$ cat src/rtl/reg_dump_reader.sv
// ----------------------------------------------------------------------------
// reg_dump_reader
//
// Walks every register-file address through one combinational read port and
// streams each (address, data) pair out over a valid/ready handshake.
// A dump takes one FETCH cycle plus at least one SEND cycle per register.
// The block never writes the register file.
//
// Ports:
//   Clk      in   1  system clock, posedge active
//   Reset    in   1  asynchronous, active-high reset (abandons a dump, no Done)
//   Start    in   1  request a full dump; sampled only while idle
//   Raddr    out  A  register-file read address (always the internal counter)
//   RegData  in   W  combinational read data for Raddr
//   Ready    in   1  consumer accepts the current beat
//   Valid    out  1  DataOut/AddrOut hold a beat
//   DataOut  out  W  register contents of the current beat
//   AddrOut  out  A  register address of the current beat
//   Busy     out  1  dump in progress
//   Done     out  1  one-cycle pulse after the final beat is accepted
// ----------------------------------------------------------------------------
module reg_dump_reader #(
    parameter int W = 8,
    parameter int A = 3
) (
    input  logic         Clk,
    input  logic         Reset,
    input  logic         Start,
    output logic [A-1:0] Raddr,
    input  logic [W-1:0] RegData,
    input  logic         Ready,
    output logic         Valid,
    output logic [W-1:0] DataOut,
    output logic [A-1:0] AddrOut,
    output logic         Busy,
    output logic         Done
);

    typedef enum logic [1:0] {
        S_IDLE,
        S_FETCH,
        S_SEND
    } state_t;

    localparam logic [A-1:0] LAST_ADDR = '1;

    state_t         r_state;
    state_t         w_next_state;
    logic [A-1:0]   r_cnt;
    logic [W-1:0]   r_data;
    logic [A-1:0]   r_addr;
    logic           r_done;

    logic           w_handshake;
    logic           w_last;

    assign w_handshake = (r_state == S_SEND) && Ready;
    assign w_last      = (r_cnt == LAST_ADDR);

    // ------------------------------------------------------------------
    // State register
    // ------------------------------------------------------------------
    // NOTE: sequential state uses non-blocking (<=) so every flop samples
    // pre-edge values; blocking here would create order-dependent races.
    always_ff @(posedge Clk or posedge Reset) begin
        if (Reset) begin
            r_state <= S_IDLE;
        end else begin
            r_state <= w_next_state;
        end
    end

    // ------------------------------------------------------------------
    // Next-state logic
    // ------------------------------------------------------------------
    // NOTE: the default assignment first keeps every path assigned, so no
    // latch is inferred for w_next_state.
    always_comb begin
        w_next_state = r_state;
        unique case (r_state)
            S_IDLE:  if (Start) w_next_state = S_FETCH;
            S_FETCH: w_next_state = S_SEND;
            S_SEND:  if (w_handshake) w_next_state = w_last ? S_IDLE : S_FETCH;
            default: w_next_state = S_IDLE;
        endcase
    end

    // ------------------------------------------------------------------
    // Output logic
    // ------------------------------------------------------------------
    // Valid is exactly "in SEND": it rises after the FETCH edge and drops on
    // the handshake edge, so decoding it from state is identical to a flop
    // and clears instantly on reset.
    always_comb begin
        Busy    = (r_state != S_IDLE);
        Valid   = (r_state == S_SEND);
        Raddr   = r_cnt;
        DataOut = r_data;
        AddrOut = r_addr;
        Done    = r_done;
    end

    // ------------------------------------------------------------------
    // Datapath: counter, beat capture, Done pulse
    // ------------------------------------------------------------------
    always_ff @(posedge Clk or posedge Reset) begin
        if (Reset) begin
            r_cnt  <= '0;
            r_data <= '0;
            r_addr <= '0;
            r_done <= 1'b0;
        end else begin
            r_done <= 1'b0;
            unique case (r_state)
                S_IDLE: begin
                    if (Start) r_cnt <= '0;
                end
                S_FETCH: begin
                    // Snapshot the register now; later writes do not touch
                    // this beat.
                    r_data <= RegData;
                    r_addr <= r_cnt;
                end
                S_SEND: begin
                    if (w_handshake) begin
                        if (w_last) begin
                            r_cnt  <= '0;
                            r_done <= 1'b1;
                        end else begin
                            r_cnt <= r_cnt + 1'b1;
                        end
                    end
                end
                default: ;
            endcase
        end
    end

endmodule
$ cat config.mk
export PLATFORM = sky130hd
export DESIGN_NAME = reg_dump_reader
export DESIGN_NICKNAME = d
export VERILOG_FILES = /design/src/rtl/reg_dump_reader.sv
export SDC_FILE = /design/constraint.sdc
export NUM_CORES = 1
export LEC_CHECK = 0
export ABC_AREA = 1
export ABC_CLOCK_PERIOD_IN_PS = 2150
export BUFFER_PORTS_ARGS = -buffer_cell sky130_fd_sc_hd__buf_2
export CORE_ASPECT_RATIO = 0.9
export CORE_MARGIN = 1.5
export CORE_UTILIZATION = 35
export CTS_BUF_LIST = sky130_fd_sc_hd__clkbuf_8
export CTS_CLUSTER_SIZE = 30
export DETAILED_ROUTE_END_ITERATION = 8
export PLACE_DENSITY = 0.63
export SLEW_MARGIN = 25
export SYNTH_ARGS = -nofsm -noshare
export SYNTH_HDL_FRONTEND = slang
export SYNTH_SLANG_ARGS = --single-unit
$ cat constraint.sdc
create_clock -name Clk -period 2.15 [get_ports Clk]
set_clock_uncertainty 0.2 [all_clocks]
set_input_delay 0 -clock Clk [delete_from_list [all_inputs] [get_ports Clk]]
set_output_delay 0 -clock Clk [all_outputs]
set_load 0.03 [all_outputs]
==> results of run 1 <==
through the flow:
step / power (W) / util [%] / hold slack [ns] / instance area (um^2)
after CTS: 0.00154 / 53.7 / 0.202 / 1040
after global placement: 0.00128 / 45.6 / -0.0797 / 882
after detailed placement: 0.00129 / 45.6 / -0.0847 / 882
final: 0.00153 / 53.7 / 0.178 / 1040
after global routing: 0.00164 / 53.7 / 0.225 / 1040
after floorplan: 0.00110 / - / -0.274 / 728
synth_stat cells:
library cell,count
nand2_1,32
dfrtp_1,17
nand3_1,13
inv_1,5
inv_2,3
nor2_1,3
buf_2,2
ha_1,2
a21boi_1,1
buf_4,1
nand2_2,1
nand3_2,1
o21ai_0,1
o21ai_1,1
how the worst min path moves through the flow:
stage | start | to | slack (ns) | cells after the start
CTS | Reset | AddrOut[1] | 0.20 | 3
global placement | Reset | DataOut[1] | -0.08 | 2
finish | Reset | AddrOut[2] | 0.18 | 3
floorplan | Reset | AddrOut[0] | -0.27 | 1
global route | Reset | AddrOut[1] | 0.23 | 3
detailed placement | Reset | DataOut[1] | -0.08 | 2
per-layer routing:
| layer | GRT usage [%] | wire [um] | share of wire [%] | vias up |
|---|---|---|---|---|
| met5 | 0 | 0 | 0 | - |
| met4 | 6.49 | 10 | 0.61 | 0 |
| met3 | 3.25 | 80 | 4.9 | 2 |
| met2 | 23.6 | 794 | 48 | 18 |
| met1 | 19.6 | 757 | 46 | 309 |
| li1 | - | - | - | 340 |
power by group:
part           switching, W  internal (W)  leakage, nW  total, W
registers          0.000117      0.000451        0.220  0.000569
clock network      0.000102      0.000126       0.0269  0.000229
logic              0.000517      0.000211        0.368  0.000728
total              0.000736      0.000789        0.614   0.00153
worst max-delay path: cells and delay by family, from the launching register on:
family	cells	cell delay, ns
buf+inv	3	0.29
flops	1	0.60
simple gates	1	0.12
sequential cells by signal, indices dropped and copies added (netlist names):
name,count
DataOut,8
Raddr,3
AddrOut,3
Done,1
r_state,2
cell families (layout without fill, tap and decap cells):
group / after synthesis / in the layout / share of synthesized area [%]
AOI/OAI and AO/OA: 3 / 3 / 2.40
adders and majority gates: 2 / 2 / 3.44
buffers and inverters: 11 / 51 / 6.53
DFF: 17 / 17 / 58.4
and+or+nand+nor: 50 / 50 / 29.2
final cells by class:
cell class | instances | area [um^2] | share of cell area [%]
Clock inverter | 1 | 3.75 | 0.362
Tap cell | 25 | 31.3 | 3.02
Inverter | 8 | 30.0 | 2.90
Clock buffer | 3 | 41.3 | 3.98
Multi-Input combinational cell | 55 | 255 | 24.6
Sequential cell | 17 | 425 | 41.0
Timing Repair Buffer | 39 | 250 | 24.1
==> results.cfg, run 1 <==
[global_route]
grt_pass1_vias = 594
grt_antenna_before_repair = 0
grt_use_total_pct = 14.8
grt_pass1_wl_um = 2580
grt_start_max_net_pins = 18
gr-total-overflow = 0

[yosys]
syn-cell-area_um2 = 728
syn_nets = 97
synth_seq_area_share_pct = 58.4
synth.distinct_cells = 14
syn_inst = 83
synth_top_area_share_pct = 58.4
synth_area_leaders = dfrtp_1 (58%), nand2_1 (16%), nand3_1 (8.9%)
yosysTopAreaCell = dfrtp_1
syn-mean-instance-area_um2 = 8.77
synth-seq-cells = 17
yosysWarnings = 0

[floorplanning]
die_w_um = 51.1
die_area_um2 = 2360
ios = 29
core_area_um2 = 1930
num_rows = 15
start_util_pct = 37.7
fp.dieH_um = 46.3

[critical_path]
cp.required_ns = 1.95
crit_arrival_ns = 1.26
crit_path_cell_trace = inv_2, nand2_1, inv_1, buf_2
reg2reg_depth = 7
endpoint_kind = output pin
worstSetupStartpoint = r_state[0]
cp_max_fo = 13
critPathCapture = Valid
r2r-start = Raddr[0]
cp_slowest_cell = dfrtp_1
worstReg2RegEnd = Raddr[0]
start_kind = register
r2r_setup_slack_ns = 0.74
critPathMaxStageDelay_ns = 0.60
critPathKind = reg -> out

[route]
drt_first_pass_iters = 4
wire_per_inst_um = 11.1
vias_per_cell = 4.52
vias = 669
drc = 0
wirelength_um = 1640
drt-initial-drc-count = 4
ant_nets = 0

[clock_tree]
path_clk_slew_ns = 0.06
cts_hold_buffers = 11
cts_sinks = 17
postCtsSetupBuffers = 0
htreeDepth = 1
clk_latency_ns = 0.25
clockRootBuffer = clkbuf_8
cts_resized = 0
numCtsBuffers = 3
clockBufferDepth = 2
cts_tree = done

[final_layout]
antenna_cells = 0
layout_commonest_cell = nand2_1
nets = 138
synthToLayoutAreaGrowth_pct = 42.4
finalNonFillerCells = 148
final_cell_mix = nand2_1 (32), buf_2 (28), dfrtp_1 (17), nand3_1 (13), dlygate4sd3_1 (11)
fillers = 187
drive_gt1_share_pct = 29.3

[placed_design]
dp_cells = 133
gp_congestion = 0.811
hpwl_um = 1150
dp_slack_ns = 0.776
placement.io_buffers = 28

[power]
leakagePower_nw = 0.614
p_per_area_nw_per_um2 = 1470
peakVddDrop_v = 0.000681

[timing]
fin_crit_sh_pct = 67.8
rsz0062_at_grt = no
setup_ws_ns = 0.692
slew_viol_final = 0
maxSlewHeadroom_pct = 57.4
period_minus_slack_ns = 1.46
worstMarginPinSlew_ns = 0.638
fmax_mhz = 686
hold_viol = 0
tns_ns = 0
setup_viol = 0

[run_status]
status = finished clean

[min_path]
hp-class = in -> async

[job]
maxCapViolCount = 0
Power figures use the tool's default switching activity.
==> run 2: changes to the inputs <==
Settings changed: ABC_AREA 1 to 0, ABC_CLOCK_PERIOD_IN_PS 2150 to 1250, PLACE_DENSITY 0.63 to 0.65.
Clock period 2.15 ns to 1.25 ns, I/O delays scaled along.
==> run 2 against run 1 <==
  * The flow now finishes with violations (setup timing)
  * Via count down 13%
  * Critical endpoint is now Raddr[2]
  * Register-to-register slack worse by 0.92 ns
  * Sequential share of layout area down 4.7 points
==> results.cfg, run 2 <==
[run_status]
status = finished with violations
violations = setup timing

[route]
wl_met2_um = 737
wl_met3_um = 88
wire_per_inst_um = 12.8
wl_met1_um = 742
drc = 0
ant_nets = 0
drt_first_pass_iters = 4
vias = 582
wirelength_um = 1590
drt-initial-drc-count = 5
top_layer = met4
vias_per_cell = 4.66

[power]
p_total_w = 0.00302
peakVddDrop_v = 0.00158
leakagePower_nw = 0.625
p_per_area_nw_per_um2 = 2560

[critical_path]
start_kind = register
reg2reg_depth = 4
endpoint_kind = register
crit_path_cell_trace = ha_4, ha_4, a22o_1, a22o_1
cp.required_ns = 1.19
critPathKind = reg -> reg
worstReg2RegEnd = Raddr[2]
crit_buf_inv = 0
r2r-start = Raddr[1]
r2r_setup_slack_ns = -0.18
critPathMaxStageDelay_ns = 0.42
cp_max_fo = 2
cp_slowest_cell = dfrtp_2
path_delay_family = flip-flops
crit_arrival_ns = 1.37

[yosys]
syn_inst = 51
yosysTopAreaCell = dfrtp_1
synth-seq-cells = 17
synth_seq_area_share_pct = 55.3
async_flop_share_pct = 100
yosysWarnings = 0
syn_nets = 65
dominantRegCellSynth = dfrtp_1
synth_area_leaders = dfrtp_1 (55%), mux2_4 (18%), a22o_1 (6.8%)
syn-mean-instance-area_um2 = 15.1
synth_edf_count = 0
syn-cell-area_um2 = 769
synth_common_cells = dfrtp_1 (17), mux2_4 (9), a22o_1 (6)
synth.distinct_cells = 17
synth_top_area_share_pct = 55.3
synth_most_common_cell = dfrtp_1

[min_path]
hp-start = Ready
min_path_cells = 3
min_to = Done
hp-class = in -> reg

[clock_tree]
cts_sinks = 17
clk_latency_ns = 0.25
cts_tree = done
path_clk_slew_ns = 0.06
clockBufferDepth = 2
htreeDepth = 1
numCtsBuffers = 3
clockRootBuffer = clkbuf_8

[global_route]
grt_use_total_pct = 13.6
grt_start_max_net_pins = 13
grt_antenna_before_repair = 0
grt_pass1_wl_um = 2380
grt_pass1_vias = 525
gr-total-overflow = 0

[placed_design]
gp_congestion = 0.688
placement.io_buffers = 28
hpwl_um = 1090

[timing]
slew_viol_final = 0
period_minus_slack_ns = 1.43
fin_crit_sh_pct = 115
fmax_mhz = 698
setup_viol = 18
hold_viol = 0
rsz0062_at_grt = yes
maxSlewHeadroom_pct = 77.0
worstMarginPinSlew_ns = 0.344
tns_ns = -1.75
setup_ws_ns = -0.182
holdWs_ns = 0.0426

[floorplanning]
die_area_um2 = 2490
num_rows = 15
start_util_pct = 38.7
die_w_um = 52.4
core_area_um2 = 1990
fp.dieH_um = 47.5
ios = 29

[final_layout]
final_cell_mix = buf_2 (27), dfrtp_1 (15), dlygate4sd3_1 (11), mux2_4 (9), buf_4 (7)
synthToLayoutAreaGrowth_pct = 53.2
fillers = 180
layout_commonest_cell = buf_2
drive_gt1_share_pct = 60.0
largest_register_ffs = 8
antenna_cells = 0
nets = 115

[job]
maxCapViolCount = 0
-- run 2: timing repair --
item                                    4_1_cts  5_1_grt
gates resized for setup                       3        2
pin swaps                                     1        1
setup buffers                                 0        1
endpoints found under the hold margin        28        0
hold buffers                                 11        0
endpoints found under the setup margin       18       19
-- run 2: worst max path at each step --
stage              from  endpoint  slack (ns)  cells after the start
2_1_floorplan  Raddr[0]  Raddr[2]       -0.27                      4
3_3_place_gp   Raddr[1]  Raddr[2]       -0.17                      4
5_1_grt        Raddr[1]  Raddr[2]       -0.21                      4
3_5_place_dp   Raddr[1]  Raddr[2]       -0.18                      4
6_report       Raddr[1]  Raddr[2]       -0.18                      4
4_1_cts        Raddr[0]  Raddr[2]       -0.18                      4
-- run 2: final cells by class --
| type | count | area, um^2 | area share (%) |
|---|---|---|---|
| well taps | 25 | 31.3 | 2.65 |
| clock buffers | 3 | 41.3 | 3.50 |
| inverters | 2 | 7.51 | 0.637 |
| flip-flops and latches | 17 | 428 | 36.3 |
| repair buffers | 47 | 320 | 27.2 |
| multi-input cells | 30 | 347 | 29.4 |
| clock inverters | 1 | 3.75 | 0.318 |
-- run 2: metrics by stage --
stage | instance area [um^2] | setup slack, ns | utilization (%) | instances
after floorplan | 803 | -0.272 | - | 51
after global placement | 1000 | -0.167 | 50.3 | 109
after detailed placement | 1000 | -0.176 | 50.3 | 109
after CTS | 1170 | -0.181 | 58.6 | 124
after global routing | 1180 | -0.206 | 59.2 | 125
final | 1180 | -0.182 | 59.2 | 125
-- run 2: routing by layer --
metal | track usage (%) | up-vias
met5 | 0 | -
met4 | 9.23 | 0
met3 | 1.88 | 2
met2 | 21.3 | 23
met1 | 17.9 | 277
li1 | - | 280
-- run 2: cell families after synthesis --
family          synth area share (%)
compound gates                  9.76
flops                           55.3
fa+ha+maj                       3.25
simple gates                    7.32
buf+inv                         3.90
mux                             20.5
-- run 2: worst min-delay path: stages --
cell and delay [ns]:
buf_2 0.10, nor2b_2 0.17, and3_1 0.18
-- run 2: power breakdown --
group | switching, W | internal, W | leakage (nW)
clock network | 0.000174 | 0.000218 | 0.0269
registers | 0.000150 | 0.000788 | 0.211
logic | 0.000897 | 0.000792 | 0.387
total | 0.00122 | 0.00180 | 0.625
